## src/rtl/ls_memctrl_if.sv

```systemverilog
`default_nettype none
// ============================================================================
//  Module      : ls_memctrl_pkg / ls_memctrl_if
//  Description : Shared load/store opcodes and the bundled core/RAM signals
//                of the byte-serial load/store memory controller.
//  Revision    : 1.0 - initial release
// ============================================================================

package ls_memctrl_pkg;
  localparam logic [5:0] OP_LB  = 6'h01;
  localparam logic [5:0] OP_LH  = 6'h02;
  localparam logic [5:0] OP_LW  = 6'h03;
  localparam logic [5:0] OP_LBU = 6'h04;
  localparam logic [5:0] OP_LHU = 6'h05;
  localparam logic [5:0] OP_SB  = 6'h06;
  localparam logic [5:0] OP_SH  = 6'h07;
  localparam logic [5:0] OP_SW  = 6'h08;
endpackage

interface ls_memctrl_if;
  // global control
  logic        rdy;
  logic        rollback;
  // load request / return
  logic        load_store_sgn;
  logic [5:0]  load_store_op;
  logic [31:0] load_store_addr;
  logic        begin_real_load;
  logic        mem_valid;
  logic [31:0] mem_res;
  // store request / completion
  logic        store_req;
  logic [5:0]  store_op;
  logic [31:0] store_addr;
  logic [31:0] store_data;
  logic        finish_store;
  // byte-wide RAM / IO port
  logic [7:0]  mem_din;
  logic [7:0]  mem_dout;
  logic [31:0] mem_a;
  logic        mem_wr;
  logic        io_buffer_full;

  // controller side
  modport slave (
    input  rdy, rollback,
    input  load_store_sgn, load_store_op, load_store_addr,
    output begin_real_load, mem_valid, mem_res,
    input  store_req, store_op, store_addr, store_data,
    output finish_store,
    input  mem_din, io_buffer_full,
    output mem_dout, mem_a, mem_wr
  );

  // core / RAM side
  modport master (
    output rdy, rollback,
    output load_store_sgn, load_store_op, load_store_addr,
    input  begin_real_load, mem_valid, mem_res,
    output store_req, store_op, store_addr, store_data,
    input  finish_store,
    output mem_din, io_buffer_full,
    input  mem_dout, mem_a, mem_wr
  );
endinterface

`default_nettype wire

```

## src/rtl/ls_memctrl.sv

```systemverilog
`default_nettype none
// ============================================================================
//  Module      : ls_memctrl
//  Description : Byte-serial load/store controller. Loads and stores of 1, 2
//                or 4 bytes are split into little-endian byte transfers on a
//                RAM port with one cycle of read latency. Stores have priority,
//                stores to a full IO buffer are held off, rollback aborts
//                loads only, and rdy=0 freezes the whole block.
//  Revision    : 1.0 - initial release
// ============================================================================

module ls_memctrl #(
  parameter logic [31:0] IO_BASE = 32'h0003_0000
) (
  input  logic        clk,
  input  logic        rst_n,
  ls_memctrl_if.slave bus
);
  import ls_memctrl_pkg::*;

  localparam logic [1:0] ST_IDLE  = 2'd0;
  localparam logic [1:0] ST_LOAD  = 2'd1;
  localparam logic [1:0] ST_STORE = 2'd2;

  logic [1:0]  state_q,    state_d;
  logic [2:0]  cnt_q,      cnt_d;      // edges elapsed since the accept edge
  logic [5:0]  op_q,       op_d;
  logic [31:0] addr_q,     addr_d;
  logic [31:0] wdata_q,    wdata_d;
  logic [31:0] rdata_q,    rdata_d;    // load bytes gathered so far
  logic        mem_wr_q,   mem_wr_d;
  logic [31:0] mem_a_q,    mem_a_d;
  logic [7:0]  mem_dout_q, mem_dout_d;
  logic [31:0] mem_res_q,  mem_res_d;
  logic        brl_q,      brl_d;
  logic        valid_q,    valid_d;
  logic        fin_q,      fin_d;

  logic [2:0]  w_nbytes;
  logic [2:0]  w_cnt_inc;
  logic [1:0]  w_rd_idx;
  logic [1:0]  w_wr_idx;
  logic        w_store_blocked;

  function automatic logic [2:0] op_bytes(input logic [5:0] op);
    case (op)
      OP_LW, OP_SW:         op_bytes = 3'd4;
      OP_LH, OP_LHU, OP_SH: op_bytes = 3'd2;
      default:              op_bytes = 3'd1;
    endcase
  endfunction

  function automatic logic [31:0] op_extend(input logic [5:0] op, input logic [31:0] w);
    case (op)
      OP_LB:   op_extend = {{24{w[7]}}, w[7:0]};
      OP_LH:   op_extend = {{16{w[15]}}, w[15:0]};
      OP_LHU:  op_extend = {16'd0, w[15:0]};
      OP_LW:   op_extend = w;
      default: op_extend = {24'd0, w[7:0]};
    endcase
  endfunction

  assign w_nbytes        = op_bytes(op_q);
  assign w_cnt_inc       = cnt_q + 3'd1;
  // byte arriving on mem_din was addressed two edges ago
  assign w_rd_idx        = cnt_q[1:0] - 2'd1;
  assign w_wr_idx        = w_cnt_inc[1:0];
  assign w_store_blocked = (bus.store_addr >= IO_BASE) && bus.io_buffer_full;

  // State and datapath registers; rdy=0 freezes everything
  always_ff @(posedge clk or negedge rst_n) begin
    if (!rst_n) begin
      state_q    <= ST_IDLE;
      cnt_q      <= 3'd0;
      op_q       <= 6'd0;
      addr_q     <= 32'd0;
      wdata_q    <= 32'd0;
      rdata_q    <= 32'd0;
      mem_wr_q   <= 1'b0;
      mem_a_q    <= 32'd0;
      mem_dout_q <= 8'd0;
      mem_res_q  <= 32'd0;
      brl_q      <= 1'b0;
      valid_q    <= 1'b0;
      fin_q      <= 1'b0;
    end else if (bus.rdy) begin
      state_q    <= state_d;
      cnt_q      <= cnt_d;
      op_q       <= op_d;
      addr_q     <= addr_d;
      wdata_q    <= wdata_d;
      rdata_q    <= rdata_d;
      mem_wr_q   <= mem_wr_d;
      mem_a_q    <= mem_a_d;
      mem_dout_q <= mem_dout_d;
      mem_res_q  <= mem_res_d;
      brl_q      <= brl_d;
      valid_q    <= valid_d;
      fin_q      <= fin_d;
    end
  end

  // Next state: store beats load, blocked IO store stalls everything
  always_comb begin
    state_d = state_q;
    case (state_q)
      ST_IDLE: begin
        if (bus.store_req) begin
          if (!w_store_blocked) state_d = ST_STORE;
        end else if (bus.load_store_sgn && !bus.rollback) begin
          state_d = ST_LOAD;
        end
      end
      ST_LOAD: begin
        if (bus.rollback || (cnt_q == w_nbytes)) state_d = ST_IDLE;
      end
      ST_STORE: begin
        if (w_cnt_inc == w_nbytes) state_d = ST_IDLE;
      end
      default: state_d = ST_IDLE;
    endcase
  end

  // Next outputs and datapath values for the edge being taken
  always_comb begin
    cnt_d      = cnt_q;
    op_d       = op_q;
    addr_d     = addr_q;
    wdata_d    = wdata_q;
    rdata_d    = rdata_q;
    mem_wr_d   = 1'b0;
    mem_a_d    = 32'd0;
    mem_dout_d = 8'd0;
    mem_res_d  = mem_res_q;
    brl_d      = 1'b0;
    valid_d    = 1'b0;
    fin_d      = 1'b0;
    case (state_q)
      ST_IDLE: begin
        if (state_d == ST_STORE) begin
          op_d       = bus.store_op;
          addr_d     = bus.store_addr;
          wdata_d    = bus.store_data;
          mem_wr_d   = 1'b1;
          mem_a_d    = bus.store_addr;
          mem_dout_d = bus.store_data[7:0];
        end else if (state_d == ST_LOAD) begin
          op_d    = bus.load_store_op;
          addr_d  = bus.load_store_addr;
          rdata_d = 32'd0;
          brl_d   = 1'b1;
          mem_a_d = bus.load_store_addr;
        end
      end
      ST_LOAD: begin
        if (!bus.rollback) begin
          cnt_d = w_cnt_inc;
          if (cnt_q != 3'd0) rdata_d[{w_rd_idx, 3'b000} +: 8] = bus.mem_din;
          if (w_cnt_inc < w_nbytes) mem_a_d = addr_q + {29'd0, w_cnt_inc};
          if (cnt_q == w_nbytes) begin
            valid_d   = 1'b1;
            mem_res_d = op_extend(op_q, rdata_d);
          end
        end
      end
      ST_STORE: begin
        cnt_d = w_cnt_inc;
        if (w_cnt_inc < w_nbytes) begin
          mem_wr_d   = 1'b1;
          mem_a_d    = addr_q + {29'd0, w_cnt_inc};
          mem_dout_d = wdata_q[{w_wr_idx, 3'b000} +: 8];
        end else begin
          fin_d = 1'b1;
        end
      end
      default: ;
    endcase
    if (state_d == ST_IDLE) cnt_d = 3'd0;
  end

  assign bus.mem_wr          = mem_wr_q;
  assign bus.mem_a           = mem_a_q;
  assign bus.mem_dout        = mem_dout_q;
  assign bus.mem_res         = mem_res_q;
  assign bus.begin_real_load = brl_q;
  assign bus.mem_valid       = valid_q;
  assign bus.finish_store    = fin_q;

endmodule

`default_nettype wire

```

## src/flat_wrapper.sv

```systemverilog
// flat-port wrapper written by rule: the top's interface ports become plain ports
module ls_memctrl_flat import ls_memctrl_pkg::*;
#(
  parameter logic [31:0] IO_BASE = 32'h0003_0000
)
  (clk, rst_n, bus_rdy, bus_rollback, bus_load_store_sgn, bus_load_store_op, bus_load_store_addr, bus_begin_real_load, bus_mem_valid, bus_mem_res, bus_store_req, bus_store_op, bus_store_addr, bus_store_data, bus_finish_store, bus_mem_din, bus_io_buffer_full, bus_mem_dout, bus_mem_a, bus_mem_wr);
  ls_memctrl_if bus_i ();
  input  logic clk;
  input  logic rst_n;
  input wire logic [$bits(bus_i.rdy)-1:0] bus_rdy;
  input wire logic [$bits(bus_i.rollback)-1:0] bus_rollback;
  input wire logic [$bits(bus_i.load_store_sgn)-1:0] bus_load_store_sgn;
  input wire logic [$bits(bus_i.load_store_op)-1:0] bus_load_store_op;
  input wire logic [$bits(bus_i.load_store_addr)-1:0] bus_load_store_addr;
  output wire logic [$bits(bus_i.begin_real_load)-1:0] bus_begin_real_load;
  output wire logic [$bits(bus_i.mem_valid)-1:0] bus_mem_valid;
  output wire logic [$bits(bus_i.mem_res)-1:0] bus_mem_res;
  input wire logic [$bits(bus_i.store_req)-1:0] bus_store_req;
  input wire logic [$bits(bus_i.store_op)-1:0] bus_store_op;
  input wire logic [$bits(bus_i.store_addr)-1:0] bus_store_addr;
  input wire logic [$bits(bus_i.store_data)-1:0] bus_store_data;
  output wire logic [$bits(bus_i.finish_store)-1:0] bus_finish_store;
  input wire logic [$bits(bus_i.mem_din)-1:0] bus_mem_din;
  input wire logic [$bits(bus_i.io_buffer_full)-1:0] bus_io_buffer_full;
  output wire logic [$bits(bus_i.mem_dout)-1:0] bus_mem_dout;
  output wire logic [$bits(bus_i.mem_a)-1:0] bus_mem_a;
  output wire logic [$bits(bus_i.mem_wr)-1:0] bus_mem_wr;
  assign bus_i.rdy = bus_rdy;
  assign bus_i.rollback = bus_rollback;
  assign bus_i.load_store_sgn = bus_load_store_sgn;
  assign bus_i.load_store_op = bus_load_store_op;
  assign bus_i.load_store_addr = bus_load_store_addr;
  assign bus_begin_real_load = bus_i.begin_real_load;
  assign bus_mem_valid = bus_i.mem_valid;
  assign bus_mem_res = bus_i.mem_res;
  assign bus_i.store_req = bus_store_req;
  assign bus_i.store_op = bus_store_op;
  assign bus_i.store_addr = bus_store_addr;
  assign bus_i.store_data = bus_store_data;
  assign bus_finish_store = bus_i.finish_store;
  assign bus_i.mem_din = bus_mem_din;
  assign bus_i.io_buffer_full = bus_io_buffer_full;
  assign bus_mem_dout = bus_i.mem_dout;
  assign bus_mem_a = bus_i.mem_a;
  assign bus_mem_wr = bus_i.mem_wr;
  ls_memctrl #(.IO_BASE(IO_BASE)) u_core (.clk(clk), .rst_n(rst_n), .bus(bus_i));
endmodule
```

## config.mk

```make
export PLATFORM = sky130hd
export DESIGN_NAME = ls_memctrl_flat
export DESIGN_NICKNAME = d
export VERILOG_FILES = /design/src/rtl/ls_memctrl_if.sv /design/src/rtl/ls_memctrl.sv /design/src/flat_wrapper.sv
export SDC_FILE = /design/constraint.sdc
export NUM_CORES = 1
export LEC_CHECK = 0
export BUFFER_PORTS_ARGS = -buffer_cell sky130_fd_sc_hd__buf_2
export CORE_MARGIN = 1
export CORE_UTILIZATION = 60
export DETAILED_ROUTE_END_ITERATION = 16
export PLACE_DENSITY = 0.95
export SYNTH_ARGS = -nofsm -noshare
export SYNTH_HDL_FRONTEND = slang
export SYNTH_SLANG_ARGS = --single-unit
```

## constraint.sdc

```tcl
create_clock -name clk -period 10.5 [get_ports clk]
set_input_delay 0.525 -clock clk [delete_from_list [all_inputs] [get_ports clk]]
set_output_delay 0.525 -clock clk [all_outputs]
set_load 0.01 [all_outputs]
```

======== Word level (Yosys, flattened, before mapping) ========
Index checks and enable logic that the tools add are counted.
cells by class
  add/subtract/negate cells ............... 4
  magnitude comparators ................... 2
  equality and inequality tests ........... 16
  shift-type cells ........................ 3
  mux-type cells .......................... 40
  bitwise logic cells ..................... 1
  reductions and logical operators ........ 17
operators with widths
  kind                    count
  $mux 32                 10
  $pmux 32 s4             1
  $pmux 32 s3             1
  $pmux 32 s2             1
  $add 32x3->32           1
  $bwmux 32               1
  $ge 32x18->1 const B    1
  $shift 8x7->32 const A  1
  $shiftx 32x6->8         1
  $shiftx 8x7->32         1
  $mux 8                  2
  $pmux 8 s2              1
  $eq 6x2->1 const B      2
  $eq 6x3->1 const B      2
  $mux 6                  2
  $pmux 3 s2              2
  $mux 1                  10
  $mux 2                  5
  $reduce_and 3->1        3
  $neg 5->7               1
  $eq 3x3->1              2
  $eq 6x1->1 const B      1
  $eq 6x4->1 const B      1
  $mux 3                  2
  other kinds (21)        28
storage, ports and cells
  bits in registers ....................... 183
  input port bits ......................... 123
  output and inout port bits .............. 76
  logic and storage cells ................. 96

======== Logic depth before layout (Yosys ltp) ========
Gate-level depths: netlist of the first run.
  depth after elaboration ................. 11
  gate-level depth with buffers ........... 18
  mapped depth without buffers ............ 14

======== Worst setup path after synthesis of the first run ========
OpenSTA, ideal clock, no wires.
  path type ............................... register -> register
  start ................................... register u_core.cnt_q[0]
  end ..................................... register u_core.wdata_q[10]
  library setup time ...................... 0.125 ns
  arrival ................................. 3.930 ns
  data required time ...................... 10.375 ns
  setup slack ............................. 6.445 ns
  stages on the path, launching flop included .. 17
  path buffers ............................ 5
  period minus slack after synthesis ...... 4.055 ns
  cells stage by stage .................... dfrtp_1 buf_6 clkbuf_1 inv_1 ha_1 ha_1 nand3_1 o2bb2ai_1 a2bb2oi_1 o22ai_1 ha_1 clkbuf_1 and2_1 clkbuf_1 nand2_1 buf_1 mux2_2
between the ends
  word-level cells in the longest chain between the ends .. 6
  elaborated cells on any way between the ends .. 9
  classes of those cells .................. add/sub: 1; eq/ne: 3; mux: 3; reduce/logical: 2
ends and longest elaborated chain
  what                                                   RTL line                              text
  start: declaration                                     ls_memctrl.sv:26                      logic [2:0] cnt_q, cnt_d;
  start signal: assignment                               ls_memctrl.sv:88                      cnt_q <= cnt_d;
  $add 3x1->3 / $eq 3x3->1 (equally long branches)       ls_memctrl.sv:64, ls_memctrl.sv:115
  $eq 3x3->1 / $logic_or 1x1->1 (equally long branches)  ls_memctrl.sv:118, ls_memctrl.sv:115
  $mux 2 (on tied branches)                              ls_memctrl.sv:118, ls_memctrl.sv:115
  $pmux 2 s3 (*)                                         ls_memctrl.sv:106                     case (state_q)
  net u_core.state_d[1]                                  ls_memctrl.sv:25                      logic [1:0] state_q, state_d;
  $eq 2x2->1 (*)                                         ls_memctrl.sv:140                     if (state_d == ST_STORE) begin
  $reduce_and 3->1 (no source line) (*)                  -
  end signal: assignment                                 ls_memctrl.sv:91                      wdata_q <= wdata_d;
  end: declaration                                       ls_memctrl.sv:29                      logic [31:0] wdata_q, wdata_d;
The timed path passes the listed nets; every way through them passes the cells marked *.
A chain may end at the register's enable or synchronous reset.

======== Worst setup path after layout of the first run ========
  start ................................... register u_core.cnt_q[0]
  end ..................................... register u_core.rdata_q[4]
between the ends
  word-level cells in the longest chain between the ends .. 7
  elaborated cells on any way between the ends .. 21
  classes of those cells .................. add/sub: 3; eq/ne: 6; shift: 2; mux: 7; reduce/logical: 3
ends and longest elaborated chain
  what                                                              RTL line                              text
  $add 3x1->3 / $eq 3x3->1 (equally long branches)                  ls_memctrl.sv:64, ls_memctrl.sv:115
  $eq 3x3->1 / $logic_or 1x1->1 (equally long branches)             ls_memctrl.sv:118, ls_memctrl.sv:115
  $mux 2 (on tied branches)                                         ls_memctrl.sv:118, ls_memctrl.sv:115
  $pmux 2 s3 (*)                                                    ls_memctrl.sv:106
  net u_core.state_d[1]                                             ls_memctrl.sv:25
  $eq 2x2->1 / $eq 2x1->1 (equally long branches)                   ls_memctrl.sv:140, ls_memctrl.sv:147
  $ne 2x2->1 (no source line) / $ne 2x1->1 (equally long branches)  -
  $reduce_and 5->1 (no source line) (*)                             -
  end signal: assignment                                            ls_memctrl.sv:92                      rdata_q <= rdata_d;
  end: declaration                                                  ls_memctrl.sv:30                      logic [31:0] rdata_q, rdata_d;
The timed path passes the listed nets; every way through them passes the cells marked *. The select of a mux whose other input is x is not followed.

==> results.md, run 1 <==
- For this design, the CTS-stage hold fixing added 0 buffers.
- The starting utilization of the core area is 61.4%.
- The post-route worst setup slack is 5.07 ns.
- The most frequently used flop master after synthesis is dfrtp_1.
- The worst endpoint data arrival time is ~5.7 ns.
- The cell type with the highest occurrence count on the critical path is ha_1.
- The CTS sink count is 183.
- Summing all multi-input logic gate instances after layout gives between 0.005 and 0.006 mm^2.
- The measured slew at the worst slew-check pin is 1.21 ns.
- At the end of routability-driven placement, the weighted congestion stood at roughly 0.9.
- In this run the remaining antenna-violating nets after routing total 0.
- The run finished with clean final reports.
- The standby leakage power is 5.38 nW.
- Cells with a size suffix above 1 make up between 20% and 30% of the layout.
- The remaining design rule violation count is 0.
- The sequential fraction of the synthesis area is 45.1%.
- The required time of the worst setup path is 10.79 ns.
- The final cycle utilization of the critical path is around half.
- The final global-route overflow total is 0.
- The vertical die dimension is 132 um.
- Once the clock tree was built, the setup fixing pass inserted 0 buffers.
- The synthesized area is around 0.010 mm^2.
- The via count of the first global-routing pass is 8428.
- Setup repair after global routing left no endpoint under its margin.
- The initial antenna violation count came to 2.
- The global-route usage over all layers is 30.2%.
- The mean post-synth cell area is between 10 and 15 um^2.
- The post-placement worst setup slack is 5.12 ns.
- Along the worst path, the maximum fanout reaches 72.
- After clock tree synthesis, the clock-pin slew on the worst setup and hold paths is around 0.070 ns.
- The unique cell type count in the Yosys netlist is 66.
- The peak clock frequency supported by timing is 184 MHz.
- Traced cell by cell, the critical path runs through inv_1, ha_1, ha_1, nand3_1, o2bb2ai_1, a2bb2oi_1, o22ai_1, ha_4, nor2b_2, o221ai_4, buf_4, nor3_1, a22oi_1, o21ai_0.
- The number of iterations in the first detailed-routing pass is 7.
- The slowest stage of the critical path belongs to the cell dfrtp_1.
- After floorplanning, the core was divided into 47 placement rows.
- The worst setup path is captured at a flip-flop.
- The count of input and output buffers is roughly 200.
- Fill cells in the final layout number 1140.
- The setup TNS is 0 ns.
- The H-tree was split into 4 levels.
- The net count after synthesis is 1125.
- Once detailed placement completed, the half-perimeter wirelength came to 17600 um.
- The clock latency on the worst-skew pair is 0.44 ns.
- Across the whole layout, storage elements account for 0.00458 mm^2.
- The area added between synthesis and finish is 15.9%.
- The number of clock buffers inserted by TritonCTS is 17.
- For this run, asynchronously set or reset flops after synthesis account for 100%.
- The smallest clock period supported by the final layout is computed as 5.43 ns.
- The worst setup path is launched from a flip-flop.
- The number of max-cap violations is 0.
- After detailed routing, the number of vias per cell comes to 6.31.
- The number of primary I/O pins is 199.
- The path class of the tightest hold or removal check is input port to asynchronous set/reset pin.
- The worst setup path is of the flip-flop to flip-flop kind.
- The max-slew violation count is 0.
- The worst IR drop on VDD is 168 uV.
- Between clock sinks in the finished design, the worst skew comes to 0.00854 ns.
- At the end of the flow, the number of nets in the layout was about 1300.
- The CTS tree is done.
- Counting along the longest clock path gives a buffer depth of 2.
- The routed layout has 8636 vias.
- The sum of routed wire length over all layers is 25900 um.
- Dividing total power by cell area gives a power density of 258 mW/mm^2.
- The largest net degree at the start of global routing is 115.
- Setup violations remaining at the end of the flow were counted as 0.
- The first global-routing pass estimated 41800 um of wire.
- The standard cell core area is 0.0165 mm^2.
- Measured along the x axis, the die boundary spans 132 um.
- Measured against its own limit, the worst slew margin works out to a little under a fifth.
- The post-CTS resize count is 0.
- The synthesized design contains roughly 180 register bits.
- In this design, the stage delay of the slowest critical-path cell is 0.97 ns.
- The final number of hold-violating endpoints is 0.
- Yosys printed 0 warnings.
- Synthesis produced a netlist whose cell count is 982.
- The routed length per placed instance is 18.9 um.
- The die covers 0.0174 mm^2.
- The cell sitting at the root of the clock tree is a clkbuf_16.
- The violation count after the first detailed-route iteration is ~760.
- The number of flops mapped to enable cells by yosys is 0.
[worst max-delay path, delay by kind of cell (launching register included)]
family,cells,cell delay (ns)
adders and majority gates,3,2.04
AOI/OAI and AO/OA,6,1.03
DFF,1,0.97
buffers and inverters,2,0.73
and+or+nand+nor,3,0.52
[layer usage]
metal / wire, um / global-route usage (%)
met3: 1600 / 5.11
met1: 10700 / 39.5
met5: 13 / 0
met2: 12600 / 48.1
met4: 1050 / 16.8
[stage by stage]
| step | area (um^2) | util (%) | hold slack (ns) | power (mW) | std cells |
|---|---|---|---|---|---|
| after CTS | 11800 | 71.1 | 0.283 | 3.03 | 1368 |
| after global placement | 11200 | 67.7 | 0.443 | 2.33 | 1336 |
| after floorplan | 10100 | - | 0.229 | 2.02 | 982 |
| final | 11800 | 71.1 | 0.201 | 3.04 | 1369 |
| after global routing | 11800 | 71.1 | 0.312 | 3.21 | 1369 |
| after detailed placement | 11200 | 67.7 | 0.451 | 2.39 | 1336 |
[logic make-up (layout without fill, tap and decap cells)]
| group | after synthesis | count (layout) | synth area share, % |
|---|---|---|---|
| muxes | 129 | 129 | 14.4 |
| buffers and inverters | 110 | 276 | 4.58 |
| other | 0 | 1 | 0 |
| xor gates and xnor gates | 31 | 31 | 2.68 |
| DFF | 183 | 183 | 45.1 |
| adders and majority gates | 20 | 20 | 2.54 |
| AOI/OAI and AO/OA | 265 | 265 | 18.7 |
| and+or+nand+nor | 244 | 244 | 12.0 |
[state kept, by name (all words and copies together), names as in the netlist]
name	flops
u_core.bus.finish_store	1
u_core.bus.mem_wr	1
u_core.rdata_q	32
u_core.bus.mem_res	32
u_core.bus.mem_valid	1
u_core.state_q	2
u_core.op_q	6
u_core.bus.begin_real_load	1
u_core.wdata_q	32
u_core.bus.mem_dout	8
u_core.bus.mem_a	32
u_core.addr_q	32
u_core.cnt_q	3
[path summary, 6_finish.rpt]
check                                                     from                               end  slack [ns]  depth (start not counted)
min in group clk                            bus_store_data[11]    u_core.wdata_q[11]$_DFFE_PN0P_        0.31                          2
worst max register to register     u_core.cnt_q[0]$_DFFE_PN0P_     u_core.rdata_q[4]$_DFFE_PN0P_        5.07                         14
worst max-delay path               u_core.cnt_q[0]$_DFFE_PN0P_     u_core.rdata_q[4]$_DFFE_PN0P_        5.07                         14
max in group asynchronous                                rst_n     u_core.state_q[0]$_DFFE_PN0P_        8.73                          2
worst min-delay path                                     rst_n  u_core.bus.mem_a[15]$_DFFE_PN0P_        0.20                          1
worst min register to register  u_core.rdata_q[15]$_DFFE_PN0P_    u_core.rdata_q[15]$_DFFE_PN0P_        0.47                          2
[cell type report]
type	instances	share of cell area [%]
clock buffers	18	3.65
clock inverters	14	1.19
diodes	1	0.0213
well taps	220	2.34
multi-input cells	689	43.7
inverters	39	1.25
flip-flops and latches	183	39.0
repair buffers	205	8.93
[cells in the final DEF (no fill, tap or decap), types with 11 or more instances in the layout]
master	instances
xnor2_1	28
nor3_1	21
a22oi_1	43
ha_1	18
a21oi_1	18
mux2_2	44
nor2_1	26
nand2_1	112
o221ai_1	20
o31ai_1	25
mux2i_1	65
nor2b_1	11
buf_2	197
nand2b_1	14
inv_1	37
nor4_1	12
dfrtp_1	183
mux2_1	12
a22o_1	27
clkbuf_16	17
o2bb2ai_1	19
o21ai_0	69
[report_power, final]
part / switching (mW) / leakage, nW / internal, mW
sequential: 0.206 / 2.33 / 0.953
clock: 0.289 / 0.271 / 0.332
combinational: 0.706 / 2.78 / 0.549
[synth_stat cells (3+ instances only)]
master / count / area, um^2
a22o_1: 27 / 236
inv_1: 37 / 139
and3_1: 3 / 18.8
nand3_1: 9 / 45.0
o21ai_0: 69 / 345
a211o_1: 9 / 78.8
and2_1: 6 / 37.5
o211ai_1: 4 / 30.0
and4_1: 4 / 35.0
mux2_2: 44 / 495
nand4_1: 3 / 18.8
o31ai_1: 25 / 188
xor2_1: 3 / 26.3
ha_1: 19 / 238
nor2_1: 26 / 97.6
nand2b_1: 14 / 87.6
mux2i_1: 65 / 651
buf_6: 3 / 33.8
nand2_1: 112 / 420
mux2_1: 12 / 135
nor2b_1: 12 / 75.1
clkbuf_1: 43 / 161
nor4_1: 12 / 75.1
a32oi_1: 6 / 52.6
nor3b_1: 6 / 45.0
a22oi_1: 43 / 323
o2bb2ai_1: 19 / 166
nor3_1: 21 / 105
mux4_2: 8 / 180
or2_2: 3 / 18.8
xnor2_1: 28 / 245
buf_1: 14 / 52.6
buf_2: 5 / 25.0
buf_4: 6 / 45.0
o221ai_1: 21 / 184
a21oi_1: 18 / 90.1
dfrtp_1: 183 / 4580
(Power assumes the default switching activity.)
==> inputs of run 2 (changes only) <==
--- a/config.mk
+++ b/config.mk
@@ -7,9 +7,9 @@
 export LEC_CHECK = 0
 export BUFFER_PORTS_ARGS = -buffer_cell sky130_fd_sc_hd__buf_2
 export CORE_MARGIN = 1
-export CORE_UTILIZATION = 60
+export CORE_UTILIZATION = 51
 export DETAILED_ROUTE_END_ITERATION = 16
-export PLACE_DENSITY = 0.95
+export PLACE_DENSITY = 0.87
 export SYNTH_ARGS = -nofsm -noshare
 export SYNTH_HDL_FRONTEND = slang
 export SYNTH_SLANG_ARGS = --single-unit
==> constraint.sdc (replaced) <==
create_clock -name clk -period 4.5 [get_ports clk]
set_input_delay 0.225 -clock clk [delete_from_list [all_inputs] [get_ports clk]]
set_output_delay 0.225 -clock clk [all_outputs]
set_load 0.01 [all_outputs]
==> results.md, run 2 (synthesis gave the netlist of run 1 again) <==
- The CTS H-tree depth was 4 (unchanged).
- The count of input and output buffers came to 198 (unchanged).
- The standby leakage power is 5.47 nW (was 5.38 nW).
- The number of vias per cell after detailed routing is 5.92 (was 6.31).
- The largest net degree at the start of global routing is 95 (was 115).
- The worst IR drop on VDD is 342 uV (was 168 uV).
- The worst endpoint data arrival time is 4.48 ns (was 5.73 ns).
- The worst hold-check slack is 0.0203 ns (was 0.201 ns).
- The switching power summed over all nets is 2.78 mW (was 1.20 mW).
- The residual antenna-violating net count after detailed routing is 0 (unchanged).
- The setup TNS is 0 ns (unchanged).
- The area added between synthesis and finish is 18.0% (was 15.9%).
- The clock input transition at the sequential cells of the worst setup and hold paths is 0.07 ns (about the same).
- The final global-route overflow total is 0 (unchanged).
- The number of max-cap violations is 0 (unchanged).
- The internal power is 4.48 mW (was 1.83 mW).
- The first-pass GRT wire length is 42100 um (was 41800 um).
- The cell type with the highest occurrence count on the critical path was a21oi_1 (was ha_1).
- The maximum fanout encountered on the critical timing path was 70 (was 72).
- The required time of the worst setup path is 4.85 ns (was 10.79 ns).
- The routed length per placed instance is 18.4 um (was 18.9 um).
- The number of primary I/O pins is 199 (unchanged).
- The number of iterations in the first detailed-routing pass was 6 (was 7).
- The library cell contributing the largest single delay on the critical path is buf_4 (was dfrtp_1).
- The violation count after the first detailed-route iteration is 630 (was 764).
- The placed standard-cell area is 0.0113 mm^2 (was 0.0112 mm^2).
- The max-slew violation count is 0 (unchanged).
- The starting utilization of the core area is 52.1% (was 61.4%).
- The most frequent standard cell in the layout excluding fill and tap cells was buf_2 (unchanged).
- The endpoint type of the worst setup path was a flip-flop (unchanged).
- The post-placement worst setup slack is 0.351 ns (was 5.12 ns).
- The vertical die dimension is 143 um (was 132 um).
- The via count of the first global-routing pass came to 8355 (was 8428).
- The final worst clock skew is 0.0128 ns (was 0.00854 ns).
- The part of the power in registers is 36.8% (was 38.2%).
- The switching power share of the total is 38.3% (was 39.6%).
- The post-CTS repair timing setup buffer count came to 0 (unchanged).
- Cell Chain, Critical Path: nor3_1, o21ai_2, and2_1, ha_1, o31ai_1, a311o_1, ha_4, buf_4, a22o_1, a21oi_1, a21oi_1 (was inv_1, ha_1, ha_1, nand3_1, o2bb2ai_1, a2bb2oi_1, o22ai_1, ha_4, nor2b_2, o221ai_4, buf_4, nor3_1, a22oi_1, o21ai_0).
- The combinational fraction of design power came to 40.9% (was 41.4%).
- The peak clock frequency supported by timing came to 242 MHz (was 184 MHz).
- The power density over the cells is 607 mW/mm^2 (was 258 mW/mm^2).
- The number of vias after detailed routing was 8436 (was 8636).
- The fraction of layout instances using a drive strength above 1 came to 26.9% (was 26.3%).
- The final-report setup violation count is 0 (unchanged).
- Unrepaired setup endpoints after global routing: false (unchanged).
- The clock latency on the worst-skew pair is 0.44 ns (about the same).
- The measured slew at the worst slew-check pin is 1.11 ns (was 1.21 ns).
- The critical path launch point type was a flip-flop (unchanged).
- The sum of net half-perimeters after detailed placement is 18200 um (was 17600 um).
- The CTS tree is done (unchanged).
- The final period demand of the worst path is 4.13 ns (was 5.43 ns).
- The final instance area is 0.0120 mm^2 (was 0.0118 mm^2).
- The layout filler cell count is 1578 (was 1140).
- The largest incremental delay on the critical path is 0.74 ns (was 0.97 ns).
- The worst max-slew margin expressed relative to the limit is 26.2% (was 18.9%).
- The remaining design rule violation count is 0 (unchanged).
- The proportion of power drawn by the clock network is 22.3% (was 20.5%).
- The final estimated routing congestion in global placement is 0.921 (was 0.893).
- The final cycle utilization of the critical path is 91.7% (was 51.7%).
- The total die area is 0.0205 mm^2 (was 0.0174 mm^2).
- The final number of hold-violating endpoints came to 0 (unchanged).
- The site row count is 51 (was 47).
- Leading cell types in the layout, fill and taps excluded: buf_2, dfrtp_1, nand2_1 (unchanged).
- The CTS sink count is 183 (unchanged).
- The horizontal extent of the die was 143 um (was 132 um).
- The standard cell core area came to 0.0195 mm^2 (was 0.0165 mm^2).
- The sum of routed wire length over all layers came to 26200 um (was 25900 um).
- The type of the most critical hold path is input port to flip-flop (was input port to asynchronous set/reset pin).
- The share of the core filled with cells is 61.5% (was 71.1%).
- The buffer depth of the longest clock path is 2 (unchanged).
- The initial antenna violation count is 2 (unchanged).
- The post-route worst setup slack is 0.372 ns (was 5.07 ns).
- Outcome: complete, no violations (unchanged).
- The global-route usage over all layers is 26.5% (was 30.2%).
- The net count of the finished layout is 1289 (was 1278).
- The number of clock buffers inserted by TritonCTS is 17 (unchanged).
- The buffer cell driving the clock tree root is clkbuf_16 (unchanged).
- The type of the setup path with the least slack is flip-flop to flip-flop (unchanged).
run 2: final timing paths:
path / startpoint / end / slack (ns) / cells past startpoint
max: u_core.op_q[2]$_DFFE_PN0P_ / u_core.bus.mem_a[10]$_DFFE_PN0P_ / 0.37 / 11
min: bus_store_data[10] / u_core.wdata_q[10]$_DFFE_PN0P_ / 0.02 / 2
max reg2reg: u_core.op_q[2]$_DFFE_PN0P_ / u_core.bus.mem_a[10]$_DFFE_PN0P_ / 0.37 / 11
min reg2reg: u_core.rdata_q[15]$_DFFE_PN0P_ / u_core.rdata_q[15]$_DFFE_PN0P_ / 0.47 / 2
max in group asynchronous: rst_n / u_core.bus.mem_dout[4]$_DFFE_PN0P_ / 2.86 / 3
min in group asynchronous: rst_n / u_core.bus.mem_res[14]$_DFFE_PN0P_ / 0.48 / 2
run 2: layout make-up:
| class | instances | area [um^2] | share of cell area [%] |
|---|---|---|---|
| Multi-Input combinational cell | 689 | 5140 | 42.9 |
| Sequential cell | 183 | 4580 | 38.3 |
| Timing Repair Buffer | 216 | 1130 | 9.48 |
| Clock buffer | 19 | 443 | 3.70 |
| Tap cell | 265 | 332 | 2.77 |
| Clock inverter | 12 | 188 | 1.57 |
| Inverter | 39 | 146 | 1.22 |
| Antenna cell | 2 | 5.00 | 0.0418 |
run 2: worst max-delay path: cells and delay by family (launching register included):
kind / cells / cell delay [ns]
AOI/OAI and AO/OA: 6 / 1.73
adders and majority gates: 2 / 0.50
DFF: 1 / 0.43
buffers and inverters: 1 / 0.74
and+or+nand+nor: 2 / 0.66
run 2: stage by stage:
step                total power, mW  cells
floorplan                      4.71    982
global placement               5.51   1391
detailed placement             5.63   1391
CTS                            7.27   1423
global route                   7.73   1424
finish                         7.26   1425
run 2: power by group through the flow:
stage                     clock network [mW]  registers (mW)  logic, mW
after floorplan                            0            2.69       2.01
after global placement                     0            2.66       2.85
after detailed placement                   0            2.69       2.95
after CTS                               1.64            2.67       2.96
after global routing                    1.70            2.75       3.27
final                                   1.62            2.67       2.97
run 2: timing repair:
action | 4_1_cts | 5_1_grt
gates resized for setup | 0 | 1
hold buffers | 1 | 0
endpoints found under the setup margin | 0 | 10
hold endpoints to repair | 92 | 0
run 2: per-layer routing:
layer  track usage (%)  vias up  wire (um)
li1                  -     3937          -
met1              34.5     4049      10900
met2              42.8      376      12600
met3              4.63       74       1760
met4              13.1        0        955
met5                 0        -          0
==> inputs of run 3 (changes only) <==
--- a/config.mk
+++ b/config.mk
@@ -7,9 +7,9 @@
 export LEC_CHECK = 0
 export BUFFER_PORTS_ARGS = -buffer_cell sky130_fd_sc_hd__buf_2
 export CORE_MARGIN = 1
-export CORE_UTILIZATION = 51
+export CORE_UTILIZATION = 60
 export DETAILED_ROUTE_END_ITERATION = 16
-export PLACE_DENSITY = 0.87
+export PLACE_DENSITY = 0.95
 export SYNTH_ARGS = -nofsm -noshare
 export SYNTH_HDL_FRONTEND = slang
 export SYNTH_SLANG_ARGS = --single-unit
==> constraint.sdc (replaced) <==
create_clock -name clk -period 4.8 [get_ports clk]
set_input_delay 0.24 -clock clk [delete_from_list [all_inputs] [get_ports clk]]
set_output_delay 0.24 -clock clk [all_outputs]
set_load 0.01 [all_outputs]
==> results.md, run 3 (synthesis gave the netlist of run 1 again) <==
- The number of vias after detailed routing is 8797 (was 8436).
- The critical path buffer and inverter count is 0 (was 1).
- The count of input and output buffers was 198 (unchanged).
- The wire length on met1 is 10400 um (was 10900 um).
- The end of the worst register-to-register path is u_core.rdata_q[7]$_DFFE_PN0P_ (was u_core.bus.mem_a[10]$_DFFE_PN0P_).
- The critical path launch point type is a flip-flop (unchanged).
- The total length of routed met2 wires was 13100 um (was 12600 um).
- The startpoint of the lowest-slack register-to-register path is u_core.op_q[2]$_DFFE_PN0P_ (unchanged).
- The maximum fanout encountered on the critical timing path is 31 (was 70).
- The number of iterations in the first detailed-routing pass is 6 (unchanged).
- The clock latency on the worst-skew pair is 0.43 ns (was 0.44 ns).
- The final period demand of the worst path is 4.33 ns (was 4.13 ns).
- The largest net degree at the start of global routing came to 86 (was 95).
- The peak clock frequency supported by timing came to 231 MHz (was 242 MHz).
- The CTS H-tree depth is 4 (unchanged).
- The cell count of the worst reg-to-reg path came to 12 (was 11).
- The number of instances on the worst hold path is 2 (unchanged).
- The clock input transition at the sequential cells of the worst setup and hold paths is 0.07 ns (about the same).
- Cell Chain, Critical Path: nor3_1, o21ai_2, and2_1, ha_1, o31ai_1, o22ai_1, ha_4, nor2b_2, o221ai_4, nor3_1, a21boi_0, o21ai_0 (was nor3_1, o21ai_2, and2_1, ha_1, o31ai_1, a311o_1, ha_4, buf_4, a22o_1, a21oi_1, a21oi_1).
- Unrepaired setup endpoints after global routing: false (unchanged).
- The worst IR drop on VDD was 413 uV (was 342 uV).
- The max-slew violation count is 0 (unchanged).
- The register-to-register setup slack is 0.47 ns (was 0.37 ns).
- The vertical die dimension was 132 um (was 143 um).
- The length of routed met3 wiring is 2150 um (was 1760 um).
- The CTS tree is done (unchanged).
- The measured slew at the worst slew-check pin came to 1.14 ns (was 1.11 ns).
- The global-route usage over all layers came to 32.0% (was 26.5%).
- The initial antenna violation count came to 4 (was 2).
- The area added between synthesis and finish is 17.3% (was 18.0%).
- The layout filler cell count was 1100 (was 1578).
- The worst max-slew margin expressed relative to the limit was 24.2% (was 26.2%).
- The worst endpoint data arrival time is 4.67 ns (was 4.48 ns).
- The overall power of the completed layout is 6.90 mW (was 7.26 mW).
- The final worst clock skew is 0.0120 ns (was 0.0128 ns).
- The fraction of layout instances using a drive strength above 1 is 26.6% (was 26.9%).
- The worst hold-check slack came to 0.0388 ns (was 0.0203 ns).
- The post-CTS resize count was 0 (unchanged).
- The final global-route overflow total came to 0 (unchanged).
- The site row count was 47 (was 51).
- The standard cell core area was 0.0165 mm^2 (was 0.0195 mm^2).
- Outcome: complete, no violations (unchanged).
- The kind of cell adding the most delay to the critical path is simple AND/OR/NAND/NOR gates (was compound AO/OA/AOI/OAI gates).
- The post-CTS repair timing setup buffer count is 0 (unchanged).
- The number of primary I/O pins was 199 (unchanged).
- Leading cell types in the layout, fill and taps excluded: buf_2, dfrtp_1, nand2_1 (unchanged).
- The type of the most critical hold path is input port to flip-flop (unchanged).
- The most frequent standard cell in the layout excluding fill and tap cells is buf_2 (unchanged).
- The number of vias per cell after detailed routing was 6.39 (was 5.92).
- The library cell contributing the largest single delay on the critical path is nor3_1 (was buf_4).
- The proportion of power drawn by the clock network is 22.7% (was 22.3%).
- The sum of net half-perimeters after detailed placement is 18100 um (was 18200 um).
- The type of the setup path with the least slack is flip-flop to flip-flop (unchanged).
- The final number of hold-violating endpoints is 0 (unchanged).
- The switching power share of the total came to 38.5% (was 38.3%).
- The sink of the worst hold path is u_core.wdata_q[19]$_DFFE_PN0P_ (was u_core.wdata_q[10]$_DFFE_PN0P_).
- The total die area is 0.0174 mm^2 (was 0.0205 mm^2).
- The power density over the cells is 580 mW/mm^2 (was 607 mW/mm^2).
- The number of max-cap violations is 0 (unchanged).
- The endpoint type of the worst setup path is a flip-flop (unchanged).
- The remaining design rule violation count is 0 (unchanged).
- The startpoint of the lowest-slack hold path is bus_store_data[19] (was bus_store_data[10]).
- The top layer used by detailed routing was met5 (was met4).
- The via count of the first global-routing pass came to 8747 (was 8355).
- The final estimated routing congestion in global placement is 0.883 (was 0.921).
- The violation count after the first detailed-route iteration is 1045 (was 630).
- The standby leakage power was 5.45 nW (was 5.47 nW).
- The switching power summed over all nets is 2.66 mW (was 2.78 mW).
- The required time of the worst setup path is 5.14 ns (was 4.85 ns).
- The combinational fraction of design power is 40.6% (was 40.9%).
- The final cycle utilization of the critical path is 90.3% (was 91.7%).
- The CTS sink count is 183 (unchanged).
- The number of clock buffers inserted by TritonCTS was 17 (unchanged).
- The buffer depth of the longest clock path is 2 (unchanged).
- The setup TNS was 0 ns (unchanged).
- The residual antenna-violating net count after detailed routing was 0 (unchanged).
- The horizontal extent of the die is 132 um (was 143 um).
- The largest incremental delay on the critical path is 0.69 ns (was 0.74 ns).
- The part of the power in registers came to 36.6% (was 36.8%).
- The cell type with the highest occurrence count on the critical path is nor3_1 (was a21oi_1).
- The net count of the finished layout is 1284 (was 1289).
- The final-report setup violation count is 0 (unchanged).
- The routed length per placed instance is 19.6 um (was 18.4 um).
- The internal power was 4.24 mW (was 4.48 mW).
- The sum of routed wire length over all layers was 27000 um (was 26200 um).
- The first-pass GRT wire length is 43900 um (was 42100 um).
- The buffer cell driving the clock tree root was clkbuf_16 (unchanged).
- The starting utilization of the core area is 61.4% (was 52.1%).
run 3: power groups by stage:
stage | combinational [mW] | clock (mW) | sequential (mW)
after floorplan | 1.89 | 0 | 2.52
after global placement | 2.65 | 0 | 2.49
after detailed placement | 2.76 | 0 | 2.52
after CTS | 2.79 | 1.58 | 2.52
after global routing | 3.06 | 1.64 | 2.59
final | 2.80 | 1.57 | 2.53
run 3: worst max-delay path by stage:
stage	startpoint	endpoint	slack (ns)	cells after the start
2_1_floorplan	u_core.cnt_q[0]$_DFFE_PN0P_	u_core.wdata_q[10]$_DFFE_PN0P_	0.75	16
3_3_place_gp	u_core.op_q[2]$_DFFE_PN0P_	u_core.wdata_q[10]$_DFFE_PN0P_	0.77	11
3_5_place_dp	u_core.op_q[2]$_DFFE_PN0P_	u_core.wdata_q[13]$_DFFE_PN0P_	0.59	11
4_1_cts	u_core.op_q[2]$_DFFE_PN0P_	u_core.wdata_q[25]$_DFFE_PN0P_	0.52	11
5_1_grt	u_core.op_q[2]$_DFFE_PN0P_	u_core.rdata_q[7]$_DFFE_PN0P_	0.17	12
6_report	u_core.op_q[2]$_DFFE_PN0P_	u_core.rdata_q[7]$_DFFE_PN0P_	0.47	12
run 3: per-stage QoR:
step | instance area (um^2) | worst slack [ns] | instances | util, %
after floorplan | 10100 | 0.745 | 982 | -
after global placement | 11200 | 0.770 | 1341 | 67.9
after detailed placement | 11200 | 0.593 | 1341 | 67.9
after CTS | 11900 | 0.517 | 1374 | 71.9
after global routing | 11900 | 0.170 | 1376 | 72.0
final | 11900 | 0.466 | 1377 | 72.0
run 3: area by class of cell:
cell class,count,area (um^2),area share [%]
Multi-Input combinational cell,689,5130,43.2
Sequential cell,183,4580,38.5
Timing Repair Buffer,211,1100,9.23
Clock buffer,19,443,3.72
Tap cell,220,275,2.31
Clock inverter,13,211,1.78
Inverter,39,146,1.23
Antenna cell,3,7.51,0.0631
run 3: per-layer routing:
metal	vias up	global-route usage, %
met1	4293	40.7
met3	115	5.61
li1	3924	-
met4	2	17.4
met2	463	52.3
met5	-	0
run 3: worst reg2reg max path, stage by stage (launching register included):
cell	delay [ns]
dfrtp_1	0.42
nor3_1	0.53
o21ai_2	0.17
and2_1	0.18
ha_1	0.33
o31ai_1	0.59
o22ai_1	0.22
ha_4	0.36
nor2b_2	0.23
o221ai_4	0.12
nor3_1	0.69
a21boi_0	0.22
o21ai_0	0.18
run 3: repair_timing:
item,in CTS,in global routing
endpoints found under the setup margin,0,0
hold buffers,1,0
hold endpoints to repair,83,0
